## src/rtl/seq_det_ctrl_pkg.sv

```systemverilog
// Shared definitions for the serial pattern detector controller.
package seq_det_ctrl_pkg;
   localparam int PAT_W_DEF = 4;
   localparam int CNT_W_DEF = 8;

   typedef enum logic [1:0] {
      IDLE = 2'd0,
      RUN  = 2'd1,
      DONE = 2'd2
   } state_t;
endpackage

```

## src/rtl/seq_det_core.sv

```systemverilog
// Bit history, fill counter and Mealy comparator for the pattern detector.
module seq_det_core
   import seq_det_ctrl_pkg::*;
#(
   parameter int PAT_W = PAT_W_DEF
) (
   input  logic             clk,
   input  logic             reset,
   input  logic             din,
   input  logic             din_valid,
   input  logic             enable,
   input  logic             clear,
   input  logic [PAT_W-1:0] pattern,
   output logic             match
);
   localparam int FILL_W = $clog2(PAT_W);
   localparam logic [FILL_W-1:0] FILL_MAX = FILL_W'(PAT_W - 1);

   logic [PAT_W-2:0]  hist_q, hist_d;
   logic [FILL_W-1:0] fill_q, fill_d;

   always_comb begin
      hist_d = hist_q;
      fill_d = fill_q;
      if (clear) begin
         hist_d = '0;
         fill_d = '0;
      end else if (enable && din_valid) begin
         // newest bit enters at the LSB, oldest falls off the top
         hist_d = (PAT_W-1)'({hist_q, din});
         if (fill_q != FILL_MAX)
            fill_d = fill_q + FILL_W'(1);
      end
   end

   always_ff @(posedge clk or posedge reset) begin
      if (reset) begin
         hist_q <= '0;
         fill_q <= '0;
      end else begin
         hist_q <= hist_d;
         fill_q <= fill_d;
      end
   end

   assign match = enable && din_valid && (fill_q == FILL_MAX) && ({hist_q, din} == pattern);
endmodule

```

## src/rtl/seq_det_ctrl.sv

```systemverilog
// Run controller: config registers, FSM and match counter around seq_det_core.
//  state | meaning
//  IDLE  | waiting for start, config writable
//  RUN   | detecting and counting matches
//  DONE  | threshold reached, count held, config writable
module seq_det_ctrl
   import seq_det_ctrl_pkg::*;
#(
   parameter int PAT_W = PAT_W_DEF,
   parameter int CNT_W = CNT_W_DEF
) (
   input  logic             clk,
   input  logic             reset,
   input  logic             cfg_we,
   input  logic [PAT_W-1:0] cfg_pattern,
   input  logic             cfg_overlap,
   input  logic [CNT_W-1:0] cfg_threshold,
   input  logic             start,
   input  logic             stop,
   input  logic             din,
   input  logic             din_valid,
   output logic             match,
   output logic [CNT_W-1:0] match_count,
   output logic             busy,
   output logic             done
);
   state_t           state_q, state_d;
   logic [CNT_W-1:0] count_q, count_d;
   logic             busy_q, busy_d;
   logic             done_q, done_d;
   logic [PAT_W-1:0] pat_q, pat_d;
   logic [CNT_W-1:0] thr_q, thr_d;
   logic             ovl_q, ovl_d;

   logic             cfg_open;
   logic             start_acc;
   logic             core_en;
   logic             core_clr;
   logic [CNT_W-1:0] cnt_inc;
   logic             thr_hit;

   assign cfg_open  = (state_q != RUN);
   assign start_acc = cfg_open && start && !stop;
   assign core_en   = (state_q == RUN) && !stop;
   // non-overlap mode needs a full fresh pattern after each hit
   assign core_clr  = start_acc || (match && !ovl_q);
   assign cnt_inc   = count_q + CNT_W'(1);
   assign thr_hit   = (thr_q != '0) && (cnt_inc == thr_q);

   seq_det_core #(.PAT_W(PAT_W)) u_core (
      .clk       (clk),
      .reset     (reset),
      .din       (din),
      .din_valid (din_valid),
      .enable    (core_en),
      .clear     (core_clr),
      .pattern   (pat_q),
      .match     (match)
   );

   always_comb begin
      state_d = state_q;
      count_d = count_q;
      pat_d   = pat_q;
      thr_d   = thr_q;
      ovl_d   = ovl_q;
      if (cfg_open && cfg_we) begin
         pat_d = cfg_pattern;
         thr_d = cfg_threshold;
         ovl_d = cfg_overlap;
      end
      case (state_q)
         IDLE, DONE: begin
            if (stop) begin
               state_d = IDLE;
            end else if (start) begin
               state_d = RUN;
               count_d = '0;
            end
         end
         RUN: begin
            if (stop) begin
               state_d = IDLE;
            end else if (match) begin
               if (!(&count_q))
                  count_d = cnt_inc;
               if (thr_hit)
                  state_d = DONE;
            end
         end
         default: state_d = IDLE;
      endcase
      busy_d = (state_d == RUN);
      done_d = (state_d == DONE);
   end

   always_ff @(posedge clk or posedge reset) begin
      if (reset) begin
         state_q <= IDLE;
         count_q <= '0;
         busy_q  <= 1'b0;
         done_q  <= 1'b0;
         pat_q   <= '0;
         thr_q   <= '0;
         ovl_q   <= 1'b1;
      end else begin
         state_q <= state_d;
         count_q <= count_d;
         busy_q  <= busy_d;
         done_q  <= done_d;
         pat_q   <= pat_d;
         thr_q   <= thr_d;
         ovl_q   <= ovl_d;
      end
   end

   assign match_count = count_q;
   assign busy        = busy_q;
   assign done        = done_q;
endmodule

```

## config.mk

```make
export PLATFORM = sky130hd
export DESIGN_NAME = seq_det_ctrl
export DESIGN_NICKNAME = d
export VERILOG_FILES = /design/src/rtl/seq_det_ctrl_pkg.sv /design/src/rtl/seq_det_core.sv /design/src/rtl/seq_det_ctrl.sv
export SDC_FILE = /design/constraint.sdc
export NUM_CORES = 1
export LEC_CHECK = 0
export ABC_AREA = 1
export BUFFER_PORTS_ARGS = -buffer_cell sky130_fd_sc_hd__buf_2
export CAP_MARGIN = 20
export CORE_MARGIN = 1.5
export CORE_UTILIZATION = 50
export CTS_CLUSTER_DIAMETER = 120
export DETAILED_ROUTE_END_ITERATION = 6
export PLACE_DENSITY = 0.73
export SYNTH_ARGS = -nofsm -noshare
export SYNTH_HDL_FRONTEND = slang
export SYNTH_HIERARCHICAL = 1
export SYNTH_SLANG_ARGS = --single-unit
```

## constraint.sdc

```tcl
create_clock -name clk -period 2.15 [get_ports clk]
set_clock_uncertainty 0.1 [all_clocks]
set_input_delay 0.3225 -clock clk [delete_from_list [all_inputs] [get_ports clk]]
set_output_delay 0.3225 -clock clk [all_outputs]
set_load 0.02 [all_outputs]
```

==> results.txt <==
Status: completed
Logic pwr share: 0.282
HPWL Detailed: 2510 um
Worst path required time: 1.73 ns
HP Class: in -> reg
Placed Cells: 297
Port buffer count: 30
Clock group share of total power: 0.219
Worst setup margin: 0.0705 ns
Synth-to-Final Area Change: 21.4%
DR DRC count: 0
Avg Cell Area, Syn: 7.47 um2
Multi-input logic area: 816 um2
Final net count: 286
Initial Util: 0.537
Yosys Warn Count: 6
Sw frac: 0.344
DR vias/cell: 4.85
Worst vdd ir: 0.426 mV
WL final: 3360 um
Power Dens Cells: 689 nW/um2
Post-Syn Area: 1670 um2
Measured slew at the worst slew-check pin: 0.408 ns
Die Width: 60.7 um
Hold path start: cfg_pattern[0]
Crit path cell chain: inv_2 > nor2_4 > nand2_2 > inv_2 > nand2_4 > nor2_1 > nand2_1 > nor2_2 > buf_6
Largest net degree at the start of global routing: 26
CTS tree: yes
Mapped Cells: 223
Worst skew pair latency: 0.32 ns
Worst Setup EP: match
Sequential power share: 0.499
CP Launch Type: flip-flop
Clk sinks: 30
Slowest stage delay, CP: 0.38 ns
Row count: 20
Final Wtd Congestion: 0.843
Worst setup EP type: primary output
Initial antenna violation count: 0
FF-to-FF End: match_count[5]$_DFFE_PP0P_
R2R Setup Slk: 0.16 ns
Critical path origin: state_q[0]$_DFF_PP0_
RSZ-0062 raised after global routing: true
Vias in the first global route: 1,417
Worst r2r src: state_q[0]$_DFF_PP0_
Root Driver: clkbuf_4
CP max FO: 6
Fillers: 303
Fmax: 481 MHz
Fin cells: 308
Crit share post-route: 0.967
Die area: 3690 um2
P_sw: 0.479 mW
Sequential area share after synthesis: 0.452
Final setup vio count: 0
#FFs+latches synth: 30
Seq. cell area: 752 um2
Pins Over Slew Limit: 0
Via count: 1,495
Layout cells sized above 1: 0.261
Leakage: 1.05 nW
Antenna-violating nets left: 0
GR Overflow Total: 0
N_diodes: 0
Max transition margin: 0.727
Int Power: 0.914 mW
Final hold slack: 0.124 ns
Crit path time final: 2.08 ns
WP data arrival: 1.66 ns
Most Frequent Cell on Critical Path: inv_2
First-pass GRT wire length: 5690 um
Syn_nets: 245
Slowest cell on crit path: dfrtp_1
CP Class: reg -> out
Reg2Reg Depth: 12
Die extent in y: 60.7 um
CTS buffer count: 5
Drt first pass iters: 6
Pre-CTS setup slack: 0.106 ns
Max-cap viol count: 0
Drt wl/cell: 10.9 um
CTS clock-pin slew for the worst setup and hold paths: 0.09 ns
GR Util All Layers: 0.211
1st-iter DRT viols: 92
CTS max path bufs: 2
Final hold vios: 0
Setup TNS: 0 ns
Io pins: 31
Synth cell types: 22
H-tree depth: 2
Core area: 3100 um2
==> placed cells by master (no fill, tap or decap), types with 6 or more instances in the layout <==
cell / n
a21oi_1: 9
buf_2: 29
buf_4: 6
dfrtp_1: 29
inv_1: 33
nand2_1: 59
nand3_1: 20
nor2_1: 18
o21ai_0: 9
o21ai_1: 6
==> sequential cells by signal, summed over array words and instances (netlist names) <==
signal / flops
busy: 1
done: 1
match_count: 8
ovl_q: 1
pat_q: 4
state_q: 2
thr_q: 8
u_core/fill_q: 2
u_core/hist_q: 3
==> critical path, delay by kind of cell, from the launching register on <==
kind / cells / cell delay (ns)
buffers and inverters: 3 / 0.31
AND/OR/NAND/NOR: 6 / 0.65
flip-flops: 1 / 0.38
==> cell type report <==
| type | count | area share |
|---|---|---|
| multi-input cells | 152 | 0.403 |
| flip-flops and latches | 30 | 0.372 |
| repair buffers | 37 | 0.105 |
| inverters | 38 | 0.0705 |
| well taps | 44 | 0.0272 |
| clock buffers | 7 | 0.0223 |
==> power groups by stage <==
| stage | Clock (mW) | Combinational (mW) | Sequential [mW] |
|---|---|---|---|
| after detailed placement | 0 | 0.371 | 0.705 |
| final | 0.305 | 0.393 | 0.696 |
| after global routing | 0.336 | 0.455 | 0.709 |
| after global placement | 0 | 0.367 | 0.702 |
| after floorplan | 0 | 0.248 | 0.720 |
| after CTS | 0.312 | 0.374 | 0.694 |
==> cell usage after synthesis, drive strengths merged <==
cell type | count | share of area
a21oi | 9 | 0.027
buf | 3 | 0.011
dfrtp | 29 | 0.44
dfstp | 1 | 0.016
ha | 2 | 0.015
inv | 38 | 0.086
mux2 | 5 | 0.034
nand2 | 66 | 0.16
nand3 | 22 | 0.069
nand4 | 4 | 0.015
nor2 | 24 | 0.069
o21ai | 16 | 0.048
o21bai | 2 | 0.0090
o31ai | 1 | 0.0045
o32ai | 1 | 0.0053
==> routing by layer <==
| metal | vias up | part of all wire | global-route usage |
|---|---|---|---|
| met5 | - | 0 | 0 |
| met4 | 0 | 0.024 | 0.106 |
| met3 | 10 | 0.037 | 0.0490 |
| met2 | 30 | 0.49 | 0.338 |
| met1 | 667 | 0.45 | 0.269 |
| li1 | 788 | - | - |
==> worst min path at each step <==
stage,endpoint,slack [ns],cells after the start
CTS,pat_q[0]$_DFFE_PP0P_,0.11,2
floorplan,u_core/fill_q[0]$_DFFE_PP0P_,0.001,1
global placement,u_core/hist_q[1]$_DFFE_PP0P_,0.14,2
detailed placement,u_core/hist_q[1]$_DFFE_PP0P_,0.14,2
finish,pat_q[0]$_DFFE_PP0P_,0.12,2
global route,pat_q[1]$_DFFE_PP0P_,0.11,2
==> through the flow <==
step	power, mW	area [um2]	utilization
final	1.39	2020	0.652
after global routing	1.50	2020	0.652
after CTS	1.38	1930	0.622
after detailed placement	1.08	1880	0.604
after global placement	1.07	1880	0.604
after floorplan	0.968	1670	-
==> kinds of logic after synthesis <==
kind of cell | share of synthesized area
compound gates | 0.0939
simple gates | 0.310
fa+ha+maj | 0.0150
mux | 0.0338
buf+inv | 0.0962
flops | 0.452
==> timing repair <==
item                                    in CTS  in global routing
hold buffers                                 1                  0
endpoints found under the setup margin       0                 14
gates resized for setup                      0                 20
hold endpoints to repair                    29                  0
buffers inserted                             0                  3
(Power assumes the default switching activity.)
